===== src/rtl/vds_scaler.sv =====
`default_nettype none
// +--------------------------------------------------------------------------+
// | vds_scaler : active-area scanner issuing power-of-two replicated          |
// | framebuffer addresses with registered, sync-aligned RGB return path.      |
// | Optional border overlay: define VDS_BORDER_EN.          Revision: 1.0     |
// +--------------------------------------------------------------------------+
module vds_scaler #(
  parameter int H_ACT      = 800,
  parameter int V_ACT      = 600,
  parameter int ADDR_W     = 15,
  parameter int RGB_W      = 12,
  parameter int RD_LAT     = 1,
  parameter int MIN_SHIFT  = 2,
  parameter int BLANK_ADDR = 7500
`ifdef VDS_BORDER_EN
  , parameter logic [RGB_W-1:0] BORDER_RGB = {RGB_W{1'b1}}
`endif
) (
  input  logic              pclk,
  input  logic              rst,
  input  logic              hen,
  input  logic              ven,
  input  logic [1:0]        scale_sel,
  input  logic [RGB_W-1:0]  rdata,
  output logic [ADDR_W-1:0] raddr,
  output logic [RGB_W-1:0]  prgb,
  output logic              hen_o,
  output logic              ven_o,
  output logic              frame_done
);

  localparam int XP_W = (H_ACT > 1) ? $clog2(H_ACT) : 1;
  localparam int YP_W = (V_ACT > 1) ? $clog2(V_ACT) : 1;
  localparam logic [XP_W-1:0]   XP_LAST  = XP_W'(H_ACT - 1);
  localparam logic [YP_W-1:0]   YP_LAST  = YP_W'(V_ACT - 1);
  localparam logic [1:0]        MIN_SH   = 2'(MIN_SHIFT);
  localparam logic [ADDR_W-1:0] BLANK    = ADDR_W'(BLANK_ADDR);
  localparam int                MAX_ADDR = (V_ACT >> MIN_SHIFT) * (H_ACT >> MIN_SHIFT) - 1;

  if (MAX_ADDR >= (1 << ADDR_W)) begin : g_addr_check
    $error("vds_scaler: framebuffer at MIN_SHIFT does not fit ADDR_W");
  end

  logic [2:0]        xs_q, xs_d, ys_q, ys_d;
  logic [ADDR_W-1:0] xf_q, xf_d, row_base_q, row_base_d;
  logic [XP_W-1:0]   xp_q, xp_d;
  logic [YP_W-1:0]   yp_q, yp_d;
  logic [1:0]        shift_q, shift_d;
  logic              arm_q, arm_d;
  logic              ven_q;
  logic [ADDR_W-1:0] raddr_q, raddr_d;
  logic              frame_done_q, frame_done_d;

  logic              w_de;
  logic [1:0]        w_sh, w_shift;
  logic [2:0]        w_sub_max;
  logic [ADDR_W-1:0] w_stride;

  assign w_de      = hen & ven;
  assign w_sh      = (scale_sel < MIN_SH) ? MIN_SH : scale_sel;
  // While armed (frame start) the request is live, so the first pixel already scales correctly.
  assign w_shift   = arm_q ? w_sh : shift_q;
  assign w_sub_max = 3'((4'd1 << w_shift) - 4'd1);
  assign w_stride  = ADDR_W'(H_ACT >> w_shift);

  always_comb begin
    xs_d         = xs_q;
    ys_d         = ys_q;
    xf_d         = xf_q;
    xp_d         = xp_q;
    yp_d         = yp_q;
    row_base_d   = row_base_q;
    shift_d      = arm_q ? w_sh : shift_q;
    arm_d        = arm_q;
    raddr_d      = BLANK;
    frame_done_d = 1'b0;
    if (w_de) begin
      raddr_d = row_base_q + xf_q;
      arm_d   = 1'b0;
      if (xp_q == XP_LAST) begin
        xs_d = '0;
        xf_d = '0;
        xp_d = '0;
        if (yp_q == YP_LAST) begin
          frame_done_d = 1'b1;
          ys_d         = '0;
          yp_d         = '0;
          row_base_d   = '0;
          arm_d        = 1'b1;
        end else begin
          yp_d = yp_q + YP_W'(1);
          if (ys_q == w_sub_max) begin
            ys_d       = '0;
            row_base_d = row_base_q + w_stride;
          end else begin
            ys_d = ys_q + 3'd1;
          end
        end
      end else begin
        xp_d = xp_q + XP_W'(1);
        if (xs_q == w_sub_max) begin
          xs_d = '0;
          xf_d = xf_q + ADDR_W'(1);
        end else begin
          xs_d = xs_q + 3'd1;
        end
      end
    end else if (ven_q && !ven && (xp_q != '0 || yp_q != '0)) begin
      // ven fell before the frame completed: treat as a short frame.
      xs_d       = '0;
      ys_d       = '0;
      xf_d       = '0;
      xp_d       = '0;
      yp_d       = '0;
      row_base_d = '0;
      arm_d      = 1'b1;
    end
  end

  always_ff @(posedge pclk or negedge rst) begin
    if (!rst) begin
      xs_q         <= '0;
      ys_q         <= '0;
      xf_q         <= '0;
      xp_q         <= '0;
      yp_q         <= '0;
      row_base_q   <= '0;
      shift_q      <= MIN_SH;
      arm_q        <= 1'b1;
      ven_q        <= 1'b0;
      raddr_q      <= BLANK;
      frame_done_q <= 1'b0;
    end else begin
      xs_q         <= xs_d;
      ys_q         <= ys_d;
      xf_q         <= xf_d;
      xp_q         <= xp_d;
      yp_q         <= yp_d;
      row_base_q   <= row_base_d;
      shift_q      <= shift_d;
      arm_q        <= arm_d;
      ven_q        <= ven;
      raddr_q      <= raddr_d;
      frame_done_q <= frame_done_d;
    end
  end

  logic [RD_LAT:0]   de_pipe_q, de_pipe_d, hen_pipe_q, hen_pipe_d, ven_pipe_q, ven_pipe_d;
  logic [RGB_W-1:0]  prgb_q, prgb_d;

`ifdef VDS_BORDER_EN
  logic [RD_LAT:0] bd_pipe_q, bd_pipe_d;
  logic            w_border;

  assign w_border = w_de & ((xp_q == '0) | (xp_q == XP_LAST) | (yp_q == '0) | (yp_q == YP_LAST));

  always_comb begin
    bd_pipe_d = {bd_pipe_q[RD_LAT-1:0], w_border};
    prgb_d    = '0;
    if (de_pipe_q[RD_LAT]) begin
      prgb_d = bd_pipe_q[RD_LAT] ? BORDER_RGB : rdata;
    end
  end

  always_ff @(posedge pclk or negedge rst) begin
    if (!rst) begin
      bd_pipe_q <= '0;
    end else begin
      bd_pipe_q <= bd_pipe_d;
    end
  end
`else
  always_comb begin
    prgb_d = de_pipe_q[RD_LAT] ? rdata : '0;
  end
`endif

  always_comb begin
    de_pipe_d  = {de_pipe_q[RD_LAT-1:0], w_de};
    hen_pipe_d = {hen_pipe_q[RD_LAT-1:0], hen};
    ven_pipe_d = {ven_pipe_q[RD_LAT-1:0], ven};
  end

  always_ff @(posedge pclk or negedge rst) begin
    if (!rst) begin
      de_pipe_q  <= '0;
      hen_pipe_q <= '0;
      ven_pipe_q <= '0;
      prgb_q     <= '0;
    end else begin
      de_pipe_q  <= de_pipe_d;
      hen_pipe_q <= hen_pipe_d;
      ven_pipe_q <= ven_pipe_d;
      prgb_q     <= prgb_d;
    end
  end

  assign raddr      = raddr_q;
  assign frame_done = frame_done_q;
  assign prgb       = prgb_q;
  assign hen_o      = hen_pipe_q[RD_LAT];
  assign ven_o      = ven_pipe_q[RD_LAT];

endmodule
`default_nettype wire


===== config.mk =====
export PLATFORM = sky130hd
export DESIGN_NAME = vds_scaler
export DESIGN_NICKNAME = d
export VERILOG_FILES = /design/src/rtl/vds_scaler.sv
export SDC_FILE = /design/constraint.sdc
export NUM_CORES = 1
export LEC_CHECK = 0
export ABC_AREA = 1
export CAP_MARGIN = 25
export CELL_PAD_IN_SITES_DETAIL_PLACEMENT = 0
export CELL_PAD_IN_SITES_GLOBAL_PLACEMENT = 1
export CORE_MARGIN = 1
export CORE_UTILIZATION = 43
export CTS_CLUSTER_SIZE = 12
export DETAILED_ROUTE_END_ITERATION = 7
export PLACE_DENSITY_LB_ADDON = 0.1
export SKIP_LAST_GASP = 1
export SLEW_MARGIN = 5
export SYNTH_ARGS = -nofsm -noshare
export SYNTH_HDL_FRONTEND = slang
export SYNTH_SLANG_ARGS = --single-unit
export TNS_END_PERCENT = 5

===== constraint.sdc =====
create_clock -name pclk -period 2.8 [get_ports pclk]
set_input_delay 0.56 -clock pclk [delete_from_list [all_inputs] [get_ports pclk]]
set_output_delay 0.56 -clock pclk [all_outputs]
set_load 0.02 [all_outputs]

==> results of run 1 <==
## layer usage
metal / up-vias / global-route usage / part of all wire
met1: 2202 / 0.274 / 0.49
li1: 2414 / - / -
met2: 64 / 0.344 / 0.46
met5: - / 0 / 0
met4: 0 / 0.0675 / 0.015
met3: 12 / 0.0290 / 0.031
## repair_timing
action,in CTS,in global routing
resized for setup,0,1
endpoints found under the setup margin,0,1
setup buffers,0,0
## power by group through the flow
stage / combinational [mW] / sequential, mW / clock, mW
floorplan: 0.854 / 1.63 / 0
global placement: 1.23 / 1.64 / 0
detailed placement: 1.25 / 1.65 / 0
CTS: 1.26 / 1.63 / 1.29
global route: 1.43 / 1.65 / 1.34
finish: 1.24 / 1.63 / 1.26
## Yosys cell counts, types with 2 or more instances
cell / count / area [um2]
nor2_1: 68 / 255
nand4_1: 26 / 163
a21oi_1: 33 / 165
nor3_1: 17 / 85.1
dfstp_2: 9 / 236
o21bai_1: 2 / 15.0
inv_2: 3 / 11.3
o21ai_0: 28 / 140
nand3_1: 48 / 240
xnor2_1: 7 / 61.3
o21ai_2: 9 / 78.8
clkbuf_1: 5 / 18.8
xor2_1: 14 / 123
buf_2: 4 / 20.0
nand2_1: 180 / 676
nand2_4: 4 / 45.0
or2_2: 4 / 25.0
buf_6: 3 / 33.8
ha_1: 31 / 388
o21ai_1: 4 / 20.0
dfrtp_1: 82 / 2050
nor2_4: 4 / 45.0
nand2_2: 4 / 25.0
inv_1: 101 / 379
o22ai_1: 6 / 37.5
## area by class of cell
| type | instances | area, um2 |
|---|---|---|
| clock inverter | 7 | 81.3 |
| clock buffer | 9 | 225 |
| fill | 1199 | 5690 |
| sequential | 91 | 2290 |
| timing repair buffer | 60 | 591 |
| inverter | 105 | 397 |
| multi-input combinational | 502 | 2730 |
| tap | 168 | 210 |
## worst max path at each step
stage	startpoint	endpoint	slack, ps
global route	scale_sel[0]	row_base_q[12]	20
detailed placement	scale_sel[0]	row_base_q[12]	-120
finish	scale_sel[0]	row_base_q[7]	250
global placement	scale_sel[0]	row_base_q[12]	-80
CTS	scale_sel[0]	row_base_q[12]	240
floorplan	scale_sel[0]	row_base_q[12]	300
## registers in the layout, summed over array words and instances (netlist names)
register and cells:
xp_q 10, xf_q 15, ys_q 3, yp_q 10, xs_q 3, row_base_q 13, prgb 12, frame_done 1
raddr 15, arm_q 1, ven_pipe_q 2, shift_q 2, hen_pipe_q 2, de_pipe_q 2
## logic make-up after synthesis
logic type,count (synthesis),share of synthesized area
simple gates,361,0.295
buf+inv,118,0.0868
flops,91,0.417
compound gates,87,0.0902
fa+ha+maj,32,0.0743
xor+xnor,22,0.0365
## through the flow
stage | instance area (um2) | cells | hold WS (ps) | setup WS, ps
floorplan | 5490 | 711 | 264 | 304
global placement | 6210 | 926 | 333 | -79.1
detailed placement | 6210 | 926 | 340 | -121
CTS | 6520 | 942 | 164 | 240
global route | 6520 | 942 | 181 | 18.3
finish | 6520 | 942 | 149 | 246
==> metrics.md, run 1 <==
| Metric | Value |
|---|---|
| H-tree Lvls | `3` |
| Slew @ Worst Pin | `577 ps` |
| Final Core Density | `0.534` |
| Synthesized area per cell | `just under 8 um2` |
| Final setup viols | `0` |
| Leak Pwr | `3.19 nW` |
| RSZ-0062 raised after global routing | `false` |
| Clock transition at path regs | `about 70 ps` |
| RR Endpoint | `row_base_q[7]` |
| Vias in the first global route | `about 4.4k` |
| Routability congestion estimate | `0.827` |
| Slowest-stage cell, CP | `clkdlybuf4s50_1` |
| Worst Path Required | `3040 ps` |
| Pin count of the biggest net entering global routing | `58` |
| Number of I/O port buffers | `47` |
| Maximum clock path buffer count | `2` |
| Crit path largest cell delay | `about 390 ps` |
| Cell area after technology mapping | `5490 um2` |
| Clock Power Share | `0.305` |
| FMAX | `a little under 0.4 GHz` |
| Cell count after synthesis | `711` |
| EDFF count, synth | `0` |
| Combinational cell fraction of total power | `0.302` |
| CTS Hold Buffers Added | `0` |
| FF+latch count, synth | `91` |
| Synth cell types | `40` |
| Vias per cell | `4.98` |
| Worst Setup Start Kind | `primary input` |
| Worst-path cell chain | `clkdlybuf4s50_1, nand2_1, nand2_1, o21ai_0, inv_1, buf_4, ha_1, ha_1, a21oi_1, nand2_1, a21oi_1, xor2_1, inv_1, nand2_1, nand2_1` |
| Share of post-route cells with drive strength above 1 | `0.0982` |
| Final Cycle Share | `0.912` |
| Diode count | `0` |
| Nets@finish | `819` |
| Clock Skews | `7.52 ps` |
| Worst-path maximum fanout | `6` |
| Core ar. | `roughly 12000 um2` |
| CTS tree | `built` |
| Most used cell, CP | `nand2_1` |
| Critical path class | `in -> reg` |
| Root buffer cell | `clkbuf_16` |
| Die Area | `around 13000 um2` |
| Max_slew headroom | `0.612` |
| Max Slew Vio Count | `0` |
| Clk_lat worst skew | `350 ps` |
| Via count | `4692` |
| Reg2Reg Depth | `13` |
| Chip width | `115 um` |
| Routed wire length | `12.4 mm` |
| Worst Path Buf+Inv | `4` |
| CP top delay family | `buffers and inverters` |
| Antenna-violating nets left | `0` |
| Top FF cell, synth | `dfrtp_1` |
| Rows | `40` |
| Async S/R FF share, synth | `1.00` |
| Crit path DAT | `around 2800 ps` |
| Remaining Overflow, GRT | `0` |
| Initial antenna violation count | `0` |
| Iteration-0 DRC Markers | `225` |
| Worst R2R Start | `arm_q` |
| All-Layer GR Usage | `0.205` |
| Die H | `approximately 110 um` |
| Starting Density | `0.450` |
| Max Cap Violations | `0` |
| Sequential cell fraction of total power | `0.394` |
| Post-route minimum period | `2550 ps` |
| Commonest non-fill, non-tap cell in the layout | `nand2_1` |
| Max VDD drop | `362 uV` |
| Reg-to-reg setup timing slack | `about 320 ps` |
| P&R area growth vs syn | `18.8%` |
| First-pass GRT wire length | `between 20 and 25 mm` |
| Min-delay worst type | `in -> async` |
| Syn_nets | `761` |
| Seq/Total Area, Yosys | `0.417` |
| Drt drc | `0` |
| Int Pwr | `2.69 mW` |
| CTS Buf Count | `9` |
| DP Wirelength | `around 9.3 mm` |
| Clock Sinks | `91` |
| P per Cell Area | `633 nW/um2` |
| CP Depth | `15` |
| Most frequent cells in the layout | `nand2_1, inv_1, dfrtp_1, nor2_1, nand3_1` |
| Drt wl/cell | `13.2 um` |
| Initial DRT Pass Iterations | `4` |
| Net Sw Frac | `0.348` |
| Status | `completed` |
| CP endpoint kind | `flop` |
| Post-route setup TNS | `0 ps` |
| Hold violation count in the final report | `0` |
| Sw Pwr | `1.43 mW` |
| IO Count | `48` |
| Total Power | `4.13 mW` |
| Total of warnings raised by yosys | `0` |
No activity file was read; power rests on OpenSTA's default activity.
==> run 2, diff against run 1 <==
--- a/config.mk
+++ b/config.mk
@@ -10,10 +10,11 @@
 export CELL_PAD_IN_SITES_DETAIL_PLACEMENT = 0
 export CELL_PAD_IN_SITES_GLOBAL_PLACEMENT = 1
 export CORE_MARGIN = 1
-export CORE_UTILIZATION = 43
+export CORE_UTILIZATION = 25
 export CTS_CLUSTER_SIZE = 12
 export DETAILED_ROUTE_END_ITERATION = 7
 export PLACE_DENSITY_LB_ADDON = 0.1
+export SETUP_SLACK_MARGIN = 0.2
 export SKIP_LAST_GASP = 1
 export SLEW_MARGIN = 5
 export SYNTH_ARGS = -nofsm -noshare
==> metrics.md, run 2 (synthesized netlist as in run 1, its figures left out) <==
| Metric | Value |
|---|---|
| Routability congestion estimate | `0.806` |
| Diode count | `0` |
| First-pass GRT wire length | `approximately 24 mm` |
| Initial DRT Pass Iterations | `5` |
| H-tree Lvls | `3` |
| Pin count of the biggest net entering global routing | `48` |
| Post-Place Worst Slack | `-176 ps` |
| Final Cycle Share | `0.888` |
| Most frequent cells in the layout | `nand2_1, inv_1, dfrtp_1, nor2_1, nand3_1` |
| Drt drc | `0` |
| Post-route minimum period | `~2500 ps` |
| FMAX | `about 0.40 GHz` |
| Rows | `53` |
| Root buffer cell | `clkbuf_16` |
| Max_slew headroom | `0.564` |
| Area of the multi-input gates | `approximately 2800 um2` |
| Worst Path Required | `3050 ps` |
| Clock Sinks | `91` |
| Post-Layout Cell Count | `about 1.1k` |
| CP endpoint kind | `flop` |
| Leak Pwr | `3.23 nW` |
| Sequential cell fraction of total power | `0.384` |
| Total Power | `4.27 mW` |
| Iteration-0 DRC Markers | `280` |
| Clock Power Share | `0.298` |
| Initial antenna violation count | `0` |
| Min-delay worst type | `in -> async` |
| Crit path DAT | `2730 ps` |
| P per Cell Area | `between 600 and 700 nW/um2` |
| Post-placement cell count | `about 1.0k` |
| RSZ-0062 raised after global routing | `true` |
| Worst Setup Start Kind | `primary input` |
| DP Wirelength | `about 11 mm` |
| Number of I/O port buffers | `47` |
| CTS Buf Count | `9` |
| Hold violation count in the final report | `0` |
| Chip width | `150 um` |
| IO Count | `48` |
| Vias in the first global route | `roughly 4.6k` |
| Commonest non-fill, non-tap cell in the layout | `nand2_1` |
| Combinational cell fraction of total power | `0.318` |
| Max Slew Vio Count | `0` |
| DP Area | `between 6000 and 7000 um2` |
| Status | `completed` |
| Starting Density | `0.258` |
| Remaining Overflow, GRT | `0` |
| Final setup viols | `0` |
| Die H | `150 um` |
| Die Area | `22600 um2` |
| All-Layer GR Usage | `0.140` |
| Net Sw Frac | `0.371` |
| P&R area growth vs syn | `22.9%` |
| Drt wl/cell | `around 14 um` |
| Maximum clock path buffer count | `2` |
| Critical path class | `in -> reg` |
| Max VDD drop | `~240 uV` |
| Fin area | `6750 um2` |
| Worst-path maximum fanout | `4` |
| Core ar. | `21300 um2` |
| Register area | `2290 um2` |
| Final setup margin | `314 ps` |
| CTS Hold Buffers Added | `0` |
| CTS tree | `built` |
| Slew @ Worst Pin | `654 ps` |
| Clock Skews | `12.8 ps` |
| Max Cap Violations | `0` |
| Routed wire length | `14.7 mm` |
| Share of post-route cells with drive strength above 1 | `0.120` |
| Sw Pwr | `about 1.6 mW` |
| Via count | `about 4.8k` |
| Nets@finish | `830` |
| Vias per cell | `4.50` |
| Filler cells | `2266` |
| Reg-to-reg setup timing slack | `360 ps` |
| Clock transition at path regs | `80 ps` |
| Clk_lat worst skew | `roughly 360 ps` |
| Post-route setup TNS | `0 ps` |
| Antenna-violating nets left | `0` |
| Int Pwr | `2.69 mW` |
[run 2: routing by layer]
metal  wire (um)  track usage  vias up
met3         445       0.0291        6
met5           0            0        -
met4          97       0.0348        0
met2        6720        0.223       75
met1        7450        0.192     2248
li1            -            -     2439
[run 2: power by group through the flow]
stage | sequential, mW | clock, mW | combinational [mW]
after floorplan | 1.63 | 0 | 0.854
after CTS | 1.64 | 1.33 | 1.33
final | 1.64 | 1.27 | 1.36
after detailed placement | 1.67 | 0 | 1.32
after global placement | 1.66 | 0 | 1.31
after global routing | 1.67 | 1.38 | 1.55
[run 2: stage by stage]
stage,util,hold WS (ps)
3_5_place_dp,0.301,336
6_report,0.317,217
4_1_cts,0.315,238
2_1_floorplan,-,264
5_1_grt,0.317,257
3_3_place_gp,0.301,333
[run 2: layout make-up]
type                    count  share of cell area
clock buffers               9              0.0334
clock inverters             7              0.0113
inverters                 105              0.0588
multi-input cells         502               0.408
flip-flops and latches     91               0.339
well taps                 275              0.0510
repair buffers             71              0.0979
[run 2: worst paths after layout]
path                               startpoint             to  cells past startpoint
worst max register to register          arm_q  row_base_q[6]                     13
max in group asynchronous                 rst          arm_q                      2
worst min-delay path                      rst        prgb[4]                      1
min in group pclk               hen_pipe_q[0]  hen_pipe_q[1]                      0
worst max-delay path             scale_sel[0]  row_base_q[6]                     15
worst min register to register  hen_pipe_q[0]  hen_pipe_q[1]                      0
[run 2: worst max-delay path: stages]
cell and delay [ps]:
clkdlybuf4s50_1 390, nand2_1 60, nand2_1 40, o21ai_1 110, inv_1 90, buf_4 140
ha_1 170, ha_1 320, buf_4 160, nand3_1 80, nand2_2 70, buf_4 130
or2_2 260, nand3_1 80, nand2_1 50
[run 2: what timing repair did]
action,in CTS,in global routing
setup buffers,0,1
endpoints found under the setup margin,0,17
resized for setup,0,9
hold endpoints to repair,0,0
==> run 3, diff against run 2 <==
--- a/config.mk
+++ b/config.mk
@@ -11,6 +11,7 @@
 export CELL_PAD_IN_SITES_GLOBAL_PLACEMENT = 1
 export CORE_MARGIN = 1
 export CORE_UTILIZATION = 25
+export CTS_CLUSTER_DIAMETER = 60
 export CTS_CLUSTER_SIZE = 12
 export DETAILED_ROUTE_END_ITERATION = 7
 export PLACE_DENSITY_LB_ADDON = 0.1
==> results of run 3 <==
Final layout, timing and power as in run 2 (identical DEF).
==> variant 1, RTL diff (flow settings as in run 3) <==
The parameter `RGB_W` goes from 12 to 14.
--- a/src/rtl/vds_scaler.sv
+++ b/src/rtl/vds_scaler.sv
@@ -10,3 +10,3 @@
   parameter int ADDR_W     = 15,
-  parameter int RGB_W      = 12,
+  parameter int RGB_W      = 14,
   parameter int RD_LAT     = 1,
Ports: changed (resized prgb and rdata); port bits go from 48 to 52. The function was not compared with the original's and may differ.
==> variant 1 against run 3 <==
Design area decreased by 0.15%. Register-to-register slack gained 100 ps. Sequential power rose by 4%. Hold slack worse by 64 ps. First-iteration DRC count is 19% lower. Synthesized area is 1.5% lower. Sequential cell count is 2 higher. Count of clock-buffer cells in the layout rose by 2. Routed wire length down 3.1%. Power grew 3.4%. Setup slack better by 47 ps. Clock power increased by 6%.
==> variant 1: results (changes against run 3) <==
| Metric | Value |
|---|---|
| Outcome | completed (unchanged) |
| Worst Path Arrival | 2710 ps (was 2730 ps) |
| Slowest cell on crit path | clkdlybuf4s50_1 (unchanged) |
| Global-route wire length before repair | 23.4 mm (was 24.2 mm) |
| Clock Skews | 9.44 ps (was 12.8 ps) |
| H-Tree Depth | 3 (unchanged) |
| Nets | 804 (was 830) |
| Largest net degree at the start of global routing | 34 (was 48) |
| Pleak | 3.15 nW (was 3.23 nW) |
| Reg clk slew, reported paths | 70 ps |
| Initial antenna violation count | 0 (unchanged) |
| Async SR Flop Fraction | 100% (unchanged) |
| Synth warn | 0 (unchanged) |
| FILL cells | 2227 (was 2266) |
| Routed via count | 4543 (was 4768) |
| Reg2Reg Launch Point | arm_q (unchanged) |
| DR vias/cell | 4.40 (was 4.50) |
| Initial DRC count | 226 (was 280) |
| Worst skew pair latency | 350 ps |
| Share of post-route cells with drive strength above 1 | 11.5% (was 12.0%) |
| Netlist cell types | 37 (was 40) |
| Total Routing Usage GR | 13.6% (was 14.0%) |
| Pre-CTS setup slack | -103 ps (was -176 ps) |
| Worst IR Drop VDD | 0.242 mV (was 0.238 mV) |
| Pre-antenna DRT Iters | 4 (was 5) |
| Synth Net Count | 738 (was 761) |
| CTS max path bufs | 2 (unchanged) |
| Worst R2R Path Depth | 13 (unchanged) |
| CTS root buf | clkbuf_16 (unchanged) |
| RR Endpoint | row_base_q[14] (was row_base_q[6]) |
| Post-synth top flop | dfrtp_1 (unchanged) |
| Placed Cells incl. Taps | 1015 (was 1043) |
| HP Class | in -> async (unchanged) |
| Synth area leaders | dfrtp_1 (39%), nand2_1 (12%), ha_1 (7.2%) (was dfrtp_1 (37%), nand2_1 (12%), ha_1 (7.1%)) |
| Sequential area share after synthesis | 43.2% (was 41.7%) |
| Top-count cell post-synth | nand2_1 (unchanged) |
| Synthesized instance count | 686 (was 711) |
| I/O Buffers | 51 (was 47) |
| Delay-heaviest family, CP | buffers and inverters (unchanged) |
| Diodes inserted | 0 (unchanged) |
| Worst Tran Pin Value | 570 ps (was 654 ps) |
| Max incr delay on CP | 450 ps (was 390 ps) |
| Hold slack | 153 ps (was 217 ps) |
| Worst Path Max Fanout | 3 (was 4) |
| CTS buffer count | 9 (unchanged) |
| Commonest cells post-synth | nand2_1 (167), inv_1 (87), dfrtp_1 (84) (was nand2_1 (180), inv_1 (101), dfrtp_1 (82)) |
| R2R Setup Slk | 460 ps (was 360 ps) |
| Final worst-path cycle share | 87.1% (was 88.8%) |
| WL/cell | 13.8 um (was 13.9 um) |
| GPL Wtd Cong | 0.767 (was 0.806) |
| DP HPWL | 10.6 mm (was 10.8 mm) |
| Remaining antenna violation count | 0 (unchanged) |
[variant 1: cell types whose count changed in the layout (fill, tap and decap cells not counted), moves of 7 or more]
| cell | change |
|---|---|
| inv_1 | -13 |
| buf_4 | -7 |
| o21ai_2 | -8 |
| nand2_1 | -14 |
| a21oi_1 | -7 |
| o21ai_1 | +17 |
[variant 1: logic make-up (layout without fill, tap and decap cells)]
| logic type | after synthesis | after routing | share of synthesized area, % |
|---|---|---|---|
| XOR/XNOR | 22 | 22 | 3.56 |
| AND/OR/NAND/NOR | 339 | 339 | 28.1 |
| AO/OA/AOI/OAI | 94 | 94 | 9.46 |
| adder cells (fa/ha/maj) | 32 | 32 | 7.54 |
| buffers and inverters | 106 | 177 | 8.12 |
| flip-flops | 93 | 93 | 43.2 |
[variant 1: through the flow]
| step | area (sq um) | setup TNS, ps |
|---|---|---|
| 2_1_floorplan | 5410 | 0 |
| 3_3_place_gp | 6320 | -230 |
| 3_5_place_dp | 6320 | -348 |
| 4_1_cts | 6640 | 0 |
| 5_1_grt | 6740 | 0 |
| 6_report | 6740 | 0 |
[variant 1: worst max-delay path by stage]
stage / from / end / depth (start not counted)
floorplan: scale_sel[0] / row_base_q[14] / 15
global route: scale_sel[1] / row_base_q[14] / 16
CTS: scale_sel[1] / row_base_q[14] / 16
detailed placement: scale_sel[1] / row_base_q[14] / 16
global placement: scale_sel[0] / row_base_q[13] / 15
finish: scale_sel[1] / row_base_q[14] / 16
[variant 1: power breakdown]
| group | switching [mW] | total [mW] | internal (mW) |
|---|---|---|---|
| Clock | 0.588 | 1.34 | 0.752 |
| Combinational | 0.750 | 1.37 | 0.624 |
| Sequential | 0.187 | 1.70 | 1.51 |
| Total | 1.52 | 4.41 | 2.89 |
[variant 1: timing repair]
item | CTS | global route
resized for setup | 0 | 16
endpoints found under the hold margin | 0 | 0
hold buffers | 0 | 0
buffers inserted | 0 | 1
setup endpoints to repair | 0 | 6
[variant 1: worst register-to-register path, delay by kind of cell (launching register included)]
| kind | cells | cell delay (ps) |
|---|---|---|
| adders and majority gates | 3 | 670 |
| DFF | 1 | 590 |
| buffers and inverters | 3 | 280 |
| and+or+nand+nor | 6 | 570 |
| AOI/OAI and AO/OA | 1 | 150 |
[variant 1: layer usage]
layer | wire length, um | part of all wire [%] | GRT usage (%)
met1 | 7280 | 51 | 19.0
met2 | 6380 | 45 | 21.3
met3 | 393 | 2.8 | 2.08
met4 | 195 | 1.4 | 4.59
met5 | 0 | 0 | 0
[variant 1: final cells by class]
type                       count  area (sq um)  area share [%]
sequential                    93          2340            34.7
tap                          275           344            5.11
clock inverter                 5          63.8           0.947
multi-input combinational    487          2720            40.4
clock buffer                  11           253            3.75
inverter                      92           347            5.15
timing repair buffer          69           668            9.92
==> variant 2, RTL diff (flow settings as in run 3) <==
Without the edit above. Add an input register stage for `hen`; this delays it by one clock. The other inputs are not delayed to match.
--- a/src/rtl/vds_scaler.sv
+++ b/src/rtl/vds_scaler.sv
@@ -39,2 +39,8 @@
 
+  logic hen_q;
+
+  always_ff @(posedge pclk) begin
+    hen_q <= hen;
+  end
+
   if (MAX_ADDR >= (1 << ADDR_W)) begin : g_addr_check
@@ -58,3 +64,3 @@
 
-  assign w_de      = hen & ven;
+  assign w_de      = hen_q & ven;
   assign w_sh      = (scale_sel < MIN_SH) ? MIN_SH : scale_sel;
@@ -179,3 +185,3 @@
     de_pipe_d  = {de_pipe_q[RD_LAT-1:0], w_de};
-    hen_pipe_d = {hen_pipe_q[RD_LAT-1:0], hen};
+    hen_pipe_d = {hen_pipe_q[RD_LAT-1:0], hen_q};
     ven_pipe_d = {ven_pipe_q[RD_LAT-1:0], ven};
Check against the original RTL: not equivalent (a bounded check fails within 4 cycles, from zero or initial values and one cycle with rst low).
==> variant 2 against run 3 <==
Design area up 0.50%. Routed wire length fell by 1.1%. Sequential cell count is 1 higher. Count of clock-buffer cells in the layout did not move. Setup slack improved by 45 ps. Synthesized area grew 0.36%. Clock skew fell by 2.8 ps. Power decreased by 0.75%. Final cell count grew 0.38%.
==> variant 2: results (changes against run 3) <==
| Metric | Value |
|---|---|
| Clock Skews | 10.0 ps (was 12.8 ps) |
| Synth Area in Compound Gates | 8.99% (was 9.02%) |
| Global-route wire length before repair | 23.8 mm (was 24.2 mm) |
| Grt met1 use | 18.1% (was 19.2%) |
| Netlist cell types | 41 (was 40) |
| Multi-input gate area | 2770 sq um (was 2750 sq um) |
| Worst Path Arrival | 2690 ps (was 2730 ps) |
| Met2 Use GR | 22.6% (was 22.3%) |
| Vias in the first global route | 4618 (was 4569) |
| Share of post-route cells with drive strength above 1 | 12.9% (was 12.0%) |
| Worst Tran Pin Value | 522 ps (was 654 ps) |
| DP HPWL | 11.0 mm (was 10.8 mm) |
| Initial DRC count | 239 (was 280) |
| WL met2 | 6.68 mm (was 6.72 mm) |
| Largest net degree at the start of global routing | 42 (was 48) |
| Outcome | completed (unchanged) |
| WL final | 14.6 mm (was 14.7 mm) |
| Nets | 834 (was 830) |
| Buffers, non-clock | 74 (was 71) |
| Reg2Reg Launch Point | arm_q (unchanged) |
| Adder-cell share of the synthesized area | 7.40% (was 7.43%) |
| Sw Pwr | 1.55 mW (was 1.58 mW) |
| Pleak | 3.24 nW (was 3.23 nW) |
| Worst Path Max Fanout | 7 (was 4) |
| DR vias/cell | 4.40 (was 4.50) |
| Async SR Flop Fraction | 98.9% (was 100%) |
| RR Endpoint | row_base_q[6] (unchanged) |
| Seq area share | 34.1% (was 33.9%) |
| Synth Net Count | 762 (was 761) |
| Met3 usage | 3.09% (was 2.91%) |
| FILL cells | 2289 (was 2266) |
| Met3 wire len | 579 um (was 445 um) |
| WL met1 | 7.11 mm (was 7.45 mm) |
| Sequential area share after synthesis | 41.9% (was 41.7%) |
| Synth area leaders | dfrtp_1 (37%), nand2_1 (12%), ha_1 (7.0%) (was dfrtp_1 (37%), nand2_1 (12%), ha_1 (7.1%)) |
| Total Routing Usage GR | 13.8% (was 14.0%) |
| Clock network area share | 4.32% (was 4.47%) |
| R2R Setup Slk | 360 ps (about the same) |
| FF+latch count, synth | 92 (was 91) |
variant 2: cell count changes in the layout (fill, tap and decap cells not counted), moves of 2 or more:
cell     before  now
nand2_1     178  175
nand2_2       6    9
buf_4        24   28
inv_6         1    3
inv_8         3    1
variant 2: metrics by stage:
stage                     TNS (ps)  area [sq um]  hold WS [ps]  std cells
after floorplan                  0          5510           264        712
after global placement        -529          6430           333       1046
after CTS                        0          6720           200       1062
after detailed placement     -1010          6430           337       1046
after global routing             0          6780           219       1064
final                            0          6780           179       1064
variant 2: what timing repair did:
action | 4_1_cts | 5_1_grt
setup buffers | 0 | 2
setup endpoints to repair | 0 | 21
resized for setup | 0 | 16
variant 2: worst max path at each step:
stage	from	to	slack (ps)	cells after the start
CTS	scale_sel[0]	row_base_q[12]	210	19
global placement	scale_sel[0]	row_base_q[12]	-130	19
global route	scale_sel[0]	row_base_q[12]	160	19
detailed placement	scale_sel[0]	row_base_q[12]	-160	19
floorplan	scale_sel[0]	row_base_q[12]	300	18
finish	arm_q	row_base_q[6]	360	13
variant 2: power by group through the flow:
stage / clock, mW / combinational, mW / sequential [mW]
after floorplan: 0 / 0.853 / 1.64
after global placement: 0 / 1.30 / 1.68
after detailed placement: 0 / 1.30 / 1.68
after CTS: 1.29 / 1.31 / 1.65
after global routing: 1.34 / 1.55 / 1.68
final: 1.23 / 1.35 / 1.65
variant 2: critical path, stage by stage (launching register included):
cell and delay [ps]:
dfstp_2 410, nor2_4 280, inv_1 180, ha_2 360
inv_1 60, ha_4 230, nand2_1 60, nand2_1 60
inv_1 70, nand2_2 80, buf_4 140, or2_2 260
nand3_1 90, nand2_1 50
variant 2: cells by family after synthesis:
logic type	Yosys count
AOI/OAI and AO/OA	87
xor gates and xnor gates	22
adders and majority gates	32
buffers and inverters	118
DFF	92
and+or+nand+nor	361
